$ cat config.mk
export PLATFORM = sky130hd
export DESIGN_NAME = proc_run_ctrl
export DESIGN_NICKNAME = d
export VERILOG_FILES = /design/src/rtl/proc_ctrl_pkg.sv /design/src/rtl/run_timer.sv /design/src/rtl/proc_run_ctrl.sv
export SDC_FILE = /design/constraint.sdc
export NUM_CORES = 1
export LEC_CHECK = 0
export BUFFER_PORTS_ARGS = -buffer_cell sky130_fd_sc_hd__buf_2
export CORE_MARGIN = 1
export CORE_UTILIZATION = 53
export DETAILED_ROUTE_END_ITERATION = 8
export PLACE_DENSITY = 0.79
export SYNTH_ARGS = -nofsm -noshare
export SYNTH_HDL_FRONTEND = slang
export SYNTH_SLANG_ARGS = --single-unit
export TNS_END_PERCENT = 30
$ cat constraint.sdc
create_clock -name clk -period 2.7 [get_ports clk]
set_input_delay 0.135 -clock clk [delete_from_list [all_inputs] [get_ports clk]]
set_output_delay 0.135 -clock clk [all_outputs]
set_load 0.05 [all_outputs]
$ cat src/rtl/proc_ctrl_pkg.sv
// Shared definitions for the processor run controller.
//   CNT_W   : width of the RUN-cycle counter exposed as cycle_count
//   state_e : controller FSM states
package proc_ctrl_pkg;

  localparam int unsigned CNT_W = 16;

  typedef enum logic [2:0] {
    S_IDLE    = 3'd0,
    S_HOLD    = 3'd1,
    S_RUN     = 3'd2,
    S_RD_ADDR = 3'd3,
    S_RD_WAIT = 3'd4,
    S_SEND    = 3'd5
  } state_e;

endpackage

$ cat src/rtl/run_timer.sv
// RUN-phase cycle counter with timeout detection.
//   clk, rst : clock, synchronous active-high reset
//   clear    : zero the count (new run)
//   enable   : count one RUN cycle
//   count    : cycles counted so far (saturates, never wraps)
//   expired  : count has reached TIMEOUT-1 (this cycle is the last allowed)
module run_timer
  import proc_ctrl_pkg::*;
#(
  parameter int unsigned TIMEOUT = 1000
) (
  input  logic             clk,
  input  logic             rst,
  input  logic             clear,
  input  logic             enable,
  output logic [CNT_W-1:0] count,
  output logic             expired
);

  logic [CNT_W-1:0] count_q;
  logic [CNT_W-1:0] count_d;

  always_comb begin
    count_d = count_q;
    if (clear) begin
      count_d = '0;
    end else if (enable && (count_q != '1)) begin
      count_d = count_q + 1'b1;
    end
  end

  always_ff @(posedge clk) begin
    if (rst) begin
      count_q <= '0;
    end else begin
      count_q <= count_d;
    end
  end

  assign count   = count_q;
  assign expired = (count_q == CNT_W'(TIMEOUT - 1));

endmodule

$ cat src/rtl/proc_run_ctrl.sv
// Run controller: resets a processor, lets it run until it reports completion
// (or a timeout), then reads DUMP_WORDS words of its data memory back out
// through a valid/ready port.
//   clk, rst            : clock, synchronous active-high reset
//   start               : run request (only honoured in IDLE)
//   proc_state          : processor completion level
//   proc_rst            : processor reset, held low after a run for read-back
//   mem_addr/mem_rdata  : data-memory read port, one-cycle read latency
//   dump_data/valid/ready : read-back word stream
//   busy, done, timeout : status; done/timeout sticky until next start
//   cycle_count         : RUN cycles counted
module proc_run_ctrl
  import proc_ctrl_pkg::*;
#(
  parameter int unsigned WIDTH       = 8,
  parameter int unsigned ADDR_W      = 8,
  parameter int unsigned DUMP_WORDS  = 16,
  parameter int unsigned HOLD_CYCLES = 4,
  parameter int unsigned TIMEOUT     = 1000
) (
  input  logic              clk,
  input  logic              rst,
  input  logic              start,
  input  logic              proc_state,
  output logic              proc_rst,
  output logic [ADDR_W-1:0] mem_addr,
  input  logic [WIDTH-1:0]  mem_rdata,
  output logic [WIDTH-1:0]  dump_data,
  output logic              dump_valid,
  input  logic              dump_ready,
  output logic              busy,
  output logic              done,
  output logic              timeout,
  output logic [CNT_W-1:0]  cycle_count
);

  localparam int unsigned HOLD_W = (HOLD_CYCLES > 1) ? $clog2(HOLD_CYCLES) : 1;
  localparam logic [HOLD_W-1:0] HOLD_LAST = HOLD_W'(HOLD_CYCLES - 1);
  localparam logic [ADDR_W-1:0] ADDR_LAST = ADDR_W'(DUMP_WORDS - 1);

  state_e              state_q, state_d;
  logic [HOLD_W-1:0]   hold_q, hold_d;
  logic [ADDR_W-1:0]   addr_q, addr_d;
  logic [WIDTH-1:0]    data_q, data_d;
  logic                proc_rst_q, proc_rst_d;
  logic                done_q, done_d;
  logic                timeout_q, timeout_d;
  logic                tmr_clear, tmr_en, tmr_expired;

  run_timer #(.TIMEOUT(TIMEOUT)) u_timer (
    .clk     (clk),
    .rst     (rst),
    .clear   (tmr_clear),
    .enable  (tmr_en),
    .count   (cycle_count),
    .expired (tmr_expired)
  );

  always_comb begin
    state_d    = state_q;
    hold_d     = hold_q;
    addr_d     = addr_q;
    data_d     = data_q;
    proc_rst_d = proc_rst_q;
    done_d     = done_q;
    timeout_d  = timeout_q;
    tmr_clear  = 1'b0;
    tmr_en     = 1'b0;
    unique case (state_q)
      S_IDLE: begin
        if (start) begin
          state_d    = S_HOLD;
          hold_d     = '0;
          proc_rst_d = 1'b1;
          done_d     = 1'b0;
          timeout_d  = 1'b0;
          tmr_clear  = 1'b1;
        end
      end
      S_HOLD: begin
        if (hold_q == HOLD_LAST) begin
          state_d    = S_RUN;
          proc_rst_d = 1'b0;
        end else begin
          hold_d = hold_q + 1'b1;
        end
      end
      S_RUN: begin
        // Completion wins over a timeout landing in the same cycle.
        if (proc_state) begin
          state_d = S_RD_ADDR;
          addr_d  = '0;
        end else begin
          tmr_en = 1'b1;
          if (tmr_expired) begin
            state_d   = S_IDLE;
            timeout_d = 1'b1;
            done_d    = 1'b1;
          end
        end
      end
      S_RD_ADDR: state_d = S_RD_WAIT;
      S_RD_WAIT: begin
        data_d  = mem_rdata;
        state_d = S_SEND;
      end
      S_SEND: begin
        if (dump_ready) begin
          if (addr_q == ADDR_LAST) begin
            state_d = S_IDLE;
            done_d  = 1'b1;
          end else begin
            addr_d  = addr_q + 1'b1;
            state_d = S_RD_ADDR;
          end
        end
      end
      default: state_d = S_IDLE;
    endcase
  end

  always_ff @(posedge clk) begin
    if (rst) begin
      state_q    <= S_IDLE;
      hold_q     <= '0;
      addr_q     <= '0;
      data_q     <= '0;
      proc_rst_q <= 1'b1;
      done_q     <= 1'b0;
      timeout_q  <= 1'b0;
    end else begin
      state_q    <= state_d;
      hold_q     <= hold_d;
      addr_q     <= addr_d;
      data_q     <= data_d;
      proc_rst_q <= proc_rst_d;
      done_q     <= done_d;
      timeout_q  <= timeout_d;
    end
  end

  assign proc_rst   = proc_rst_q;
  assign mem_addr   = addr_q;
  assign dump_data  = data_q;
  assign dump_valid = (state_q == S_SEND);
  assign busy       = (state_q != S_IDLE);
  assign done       = done_q;
  assign timeout    = timeout_q;

endmodule

==> implementation parameters <==
Parameter                              Value

Run status
  Status ... complete, no violations

STA
  Number of endpoints failing setup at the final stage ... 0
  Final number of hold-violating endpoints ... 0
  RSZ-0062 raised after global routing ... no
  Slew of the pin with the lowest slew margin ... 0.6212 ns
  Final-layout worst hold slack ... 0.07176 ns
  Worst slew margin ... 58.44%
  Minimum clock period ... 2.316 ns
  Period Utilization, post-route ... 85.79%
  Setup total negative slack ... 0 ns
  Top achievable clock speed ... 431.7 MHz
  Fin. max-slew vios ... 0
  Worst Clk Skew ... 0.006188 ns

Setup path
  Largest delay contributor family on the critical path ... simple AND/OR/NAND/NOR gates
  CP Max Fanout ... 13
  Slowest cell delay on critical path ... 0.68 ns
  Arrival time worst endpoint ... 2.49 ns
  Crit end category ... flip-flop
  Crit path cell chain ... or4b_1 -> or3_1 -> a2111oi_0 -> a211oi_1
  Number of cells traversed by the worst register-to-register path ... 4
  Required time of the worst setup path ... 2.87 ns
  Worst path depth ... 4
  Combined buffer and inverter count along the critical path ... 0
  Cell with the biggest individual delay on the critical path ... sky130_fd_sc_hd__or4b_1
  Crit path launch type ... flip-flop
  Critical path type ... reg -> reg

Synth
  Post-synthesis xor/xnor area fraction ... 0%
  Top post-synthesis cells by area ... sky130_fd_sc_hd__dfxtp_1 (39%), sky130_fd_sc_hd__mux2i_1 (8.2%), sky130_fd_sc_hd__or3_1 (4.2%), sky130_fd_sc_hd__nor2_1 (4.2%), sky130_fd_sc_hd__nand2_1 (3.8%)
  Library cells used by synthesis ... 48
  Number of standard cells after synthesis ... 248
  Most frequent cells after synthesis ... sky130_fd_sc_hd__dfxtp_1 (40), sky130_fd_sc_hd__nor2_1 (23), sky130_fd_sc_hd__nand2_1 (21)
  Post-Synth Simple-Gate Area ... 30.45%
  Post-synthesis average cell area ... 8.335 sq um
  Post-synthesis async set-or-reset flop share ... 0%
  Share of the synthesized area in the top cell type ... 38.74%
  Area of the mapped netlist ... 0.002067 sq mm
  Count of state elements after synthesis ... 40
  Post-synth EDFFs ... 0
  Dominant synthesized flop cell ... sky130_fd_sc_hd__dfxtp_1
  Net Count, Synth ... 264
  Most frequent cell after synthesis ... sky130_fd_sc_hd__dfxtp_1
  Dominant combinational cell family by area after synthesis ... simple AND/OR/NAND/NOR gates
  Area fraction in compound gates after synthesis ... 17.43%
  Share of the yosys chip area belonging to registers ... 38.74%
  Post-synthesis cell type with the largest combined area ... sky130_fd_sc_hd__dfxtp_1
  Number of synthesis warnings ... 0
  Area share of fa/ha/maj cells after synthesis ... 1.816%
  Fraction of synthesized area in multiplexers ... 8.232%

Floorplan
  Core outline area ... 0.003689 sq mm
  IO Pins ... 50
  Die Span X ... 64.45 um
  Starting utilization of the core area ... 56.04%
  Height of the die ... 64.45 um
  Area of the die ... 0.004154 sq mm
  Number of core rows ... 22

Flow run
  Max-Cap Viols ... 0

Pwr
  Max rail drop VDD ... 0.3432 mV
  Total power per unit cell area ... 585.3 mW/mm^2
  Design Power ... 1.492 mW
  Cell leakage power ... 1.062 nW

Drt
  Number of vias per cell after detailed routing ... 6.069
  Count of antenna-violating nets left after detailed routing ... 0
  DRT Pass-1 Iters ... 4
  Detailed-route via count ... 2118
  DRC ... 0
  WL/cell ... 14.17 um
  First-iteration detailed-routing DRC count ... 152
  Routed wire length ... 4.947 mm

GRT
  Overflow after GRT ... 0
  Total routing usage reported by global routing ... 25.12%
  Global-route wire length before repair ... 8.142 mm
  Number of antenna violations at the first check in global routing ... 0
  Largest net degree at the start of global routing ... 25
  Number of global-route vias before repair ... 1847

Finish
  Number of nets in the layout ... 316
  Post-route standard cell area excluding fillers ... 0.002549 sq mm
  Count of antenna diodes in the layout ... 0
  Post-layout instance count excluding filler cells ... 349
  Number of inserted filler cells in the final layout ... 322
  Share of layout cells above drive strength 1 ... 24.25%
  Area growth, synth to finish ... 23.30%

Place
  Quantity of I/O buffers inserted on ports ... 49
  Weighted congestion at the end of routability-driven global placement ... 0.8422
  Placed instance count ... 341
  Detail Placement HPWL ... 3.440 mm
  DP Area ... 0.002390 sq mm

CTS
  Hold buffer count at CTS ... 0
  Clk_lat worst skew ... 0.30 ns
  Total clock sinks ... 40
  Number of clock buffers inserted by TritonCTS ... 5
  Clock Tree Buf Depth ... 2
  TritonCTS clock tree ... yes
  PostCTS Resize Cnt ... 0
  Number of H-tree levels ... 2
  Post-CTS Repair Setup Buffers ... 0
  Clock transition time at the flip-flop clock pins of the worst setup and hold paths ... 0.08 ns
  Clock tree root buffer cell ... sky130_fd_sc_hd__clkbuf_8

Min path
  Worst hold path class ... in -> reg
  Number of cells on the worst hold path ... 3
==> sequential cells by signal, indices dropped and copies added (netlist names) <==
name and cells:
timeout 1, hold_q 2, mem_addr 8, proc_rst 1, done 1, u_timer.count 16
state_q 3, dump_data 8
==> metrics by stage <==
step                utilization, %  setup WS (ns)
detailed placement           64.79         0.4313
global route                 69.10         0.2838
floorplan                        -         0.6323
CTS                          69.10         0.4167
finish                       69.10         0.3836
global placement             64.79         0.4999
==> kinds of logic (layout without fill, tap and decap cells) <==
| kind of cell | after synthesis | in the layout |
|---|---|---|
| simple gates | 115 | 115 |
| compound gates | 55 | 55 |
| flops | 40 | 40 |
| buf+inv | 18 | 71 |
| mux | 17 | 17 |
| fa+ha+maj | 3 | 3 |
==> metal layers <==
metal / vias to the layer above / GRT usage (%) / part of all wire, %
met5: - / 0 / 0
met4: 0 / 9.722 / 1.6
met3: 10 / 6.338 / 6.7
met2: 90 / 40.53 / 46
met1: 978 / 32.08 / 46
li1: 1040 / - / -
==> layout by cell type, fill, tap and decap left out, types with 4 or more instances in the layout <==
master,netlist,routed
sky130_fd_sc_hd__buf_2,0,49
sky130_fd_sc_hd__buf_4,0,9
sky130_fd_sc_hd__o21ai_0,13,13
sky130_fd_sc_hd__mux2i_1,17,17
sky130_fd_sc_hd__a21oi_1,14,14
sky130_fd_sc_hd__dfxtp_1,40,40
sky130_fd_sc_hd__nand4_1,8,8
sky130_fd_sc_hd__or3_1,14,14
sky130_fd_sc_hd__nand2_1,21,21
sky130_fd_sc_hd__or4_1,6,6
sky130_fd_sc_hd__nand3_1,11,11
sky130_fd_sc_hd__nor3_1,7,7
sky130_fd_sc_hd__a31oi_1,4,4
sky130_fd_sc_hd__nor2_1,23,23
sky130_fd_sc_hd__inv_1,5,5
sky130_fd_sc_hd__o31ai_1,6,6
sky130_fd_sc_hd__clkbuf_8,0,5
==> worst paths after layout <==
kind | start | endpoint | slack (ns)
setup / recovery | state_q[2] | u_timer.count[11] | 0.38
setup reg to reg | state_q[2] | u_timer.count[11] | 0.38
hold / removal | mem_rdata[4] | dump_data[4] | 0.07
hold reg to reg | proc_rst | proc_rst | 0.49
==> tightest hold or removal path, stage by stage <==
cell,delay [ns]
sky130_fd_sc_hd__buf_2,0.07
sky130_fd_sc_hd__mux2i_1,0.05
sky130_fd_sc_hd__nor2_1,0.07
==> final cells by class <==
| type | count | area (sq um) | area share [%] |
|---|---|---|---|
| clock buffer | 5 | 68.82 | 2.700 |
| clock inverter | 3 | 90.09 | 3.535 |
| inverter | 5 | 18.77 | 0.7364 |
| multi-input combinational | 190 | 1197 | 46.98 |
| sequential | 40 | 800.8 | 31.42 |
| tap | 48 | 60.06 | 2.356 |
| timing repair buffer | 58 | 312.8 | 12.27 |
==> where the power goes <==
part | switching (mW) | total [mW] | leakage, nW | internal, mW
sequential | 0.00893 | 0.611 | 0.323 | 0.602
combinational | 0.122 | 0.199 | 0.661 | 0.0767
clock | 0.219 | 0.682 | 0.0784 | 0.462
total | 0.350 | 1.49 | 1.06 | 1.14
Note: power is estimated with default switching activity, not from simulation.
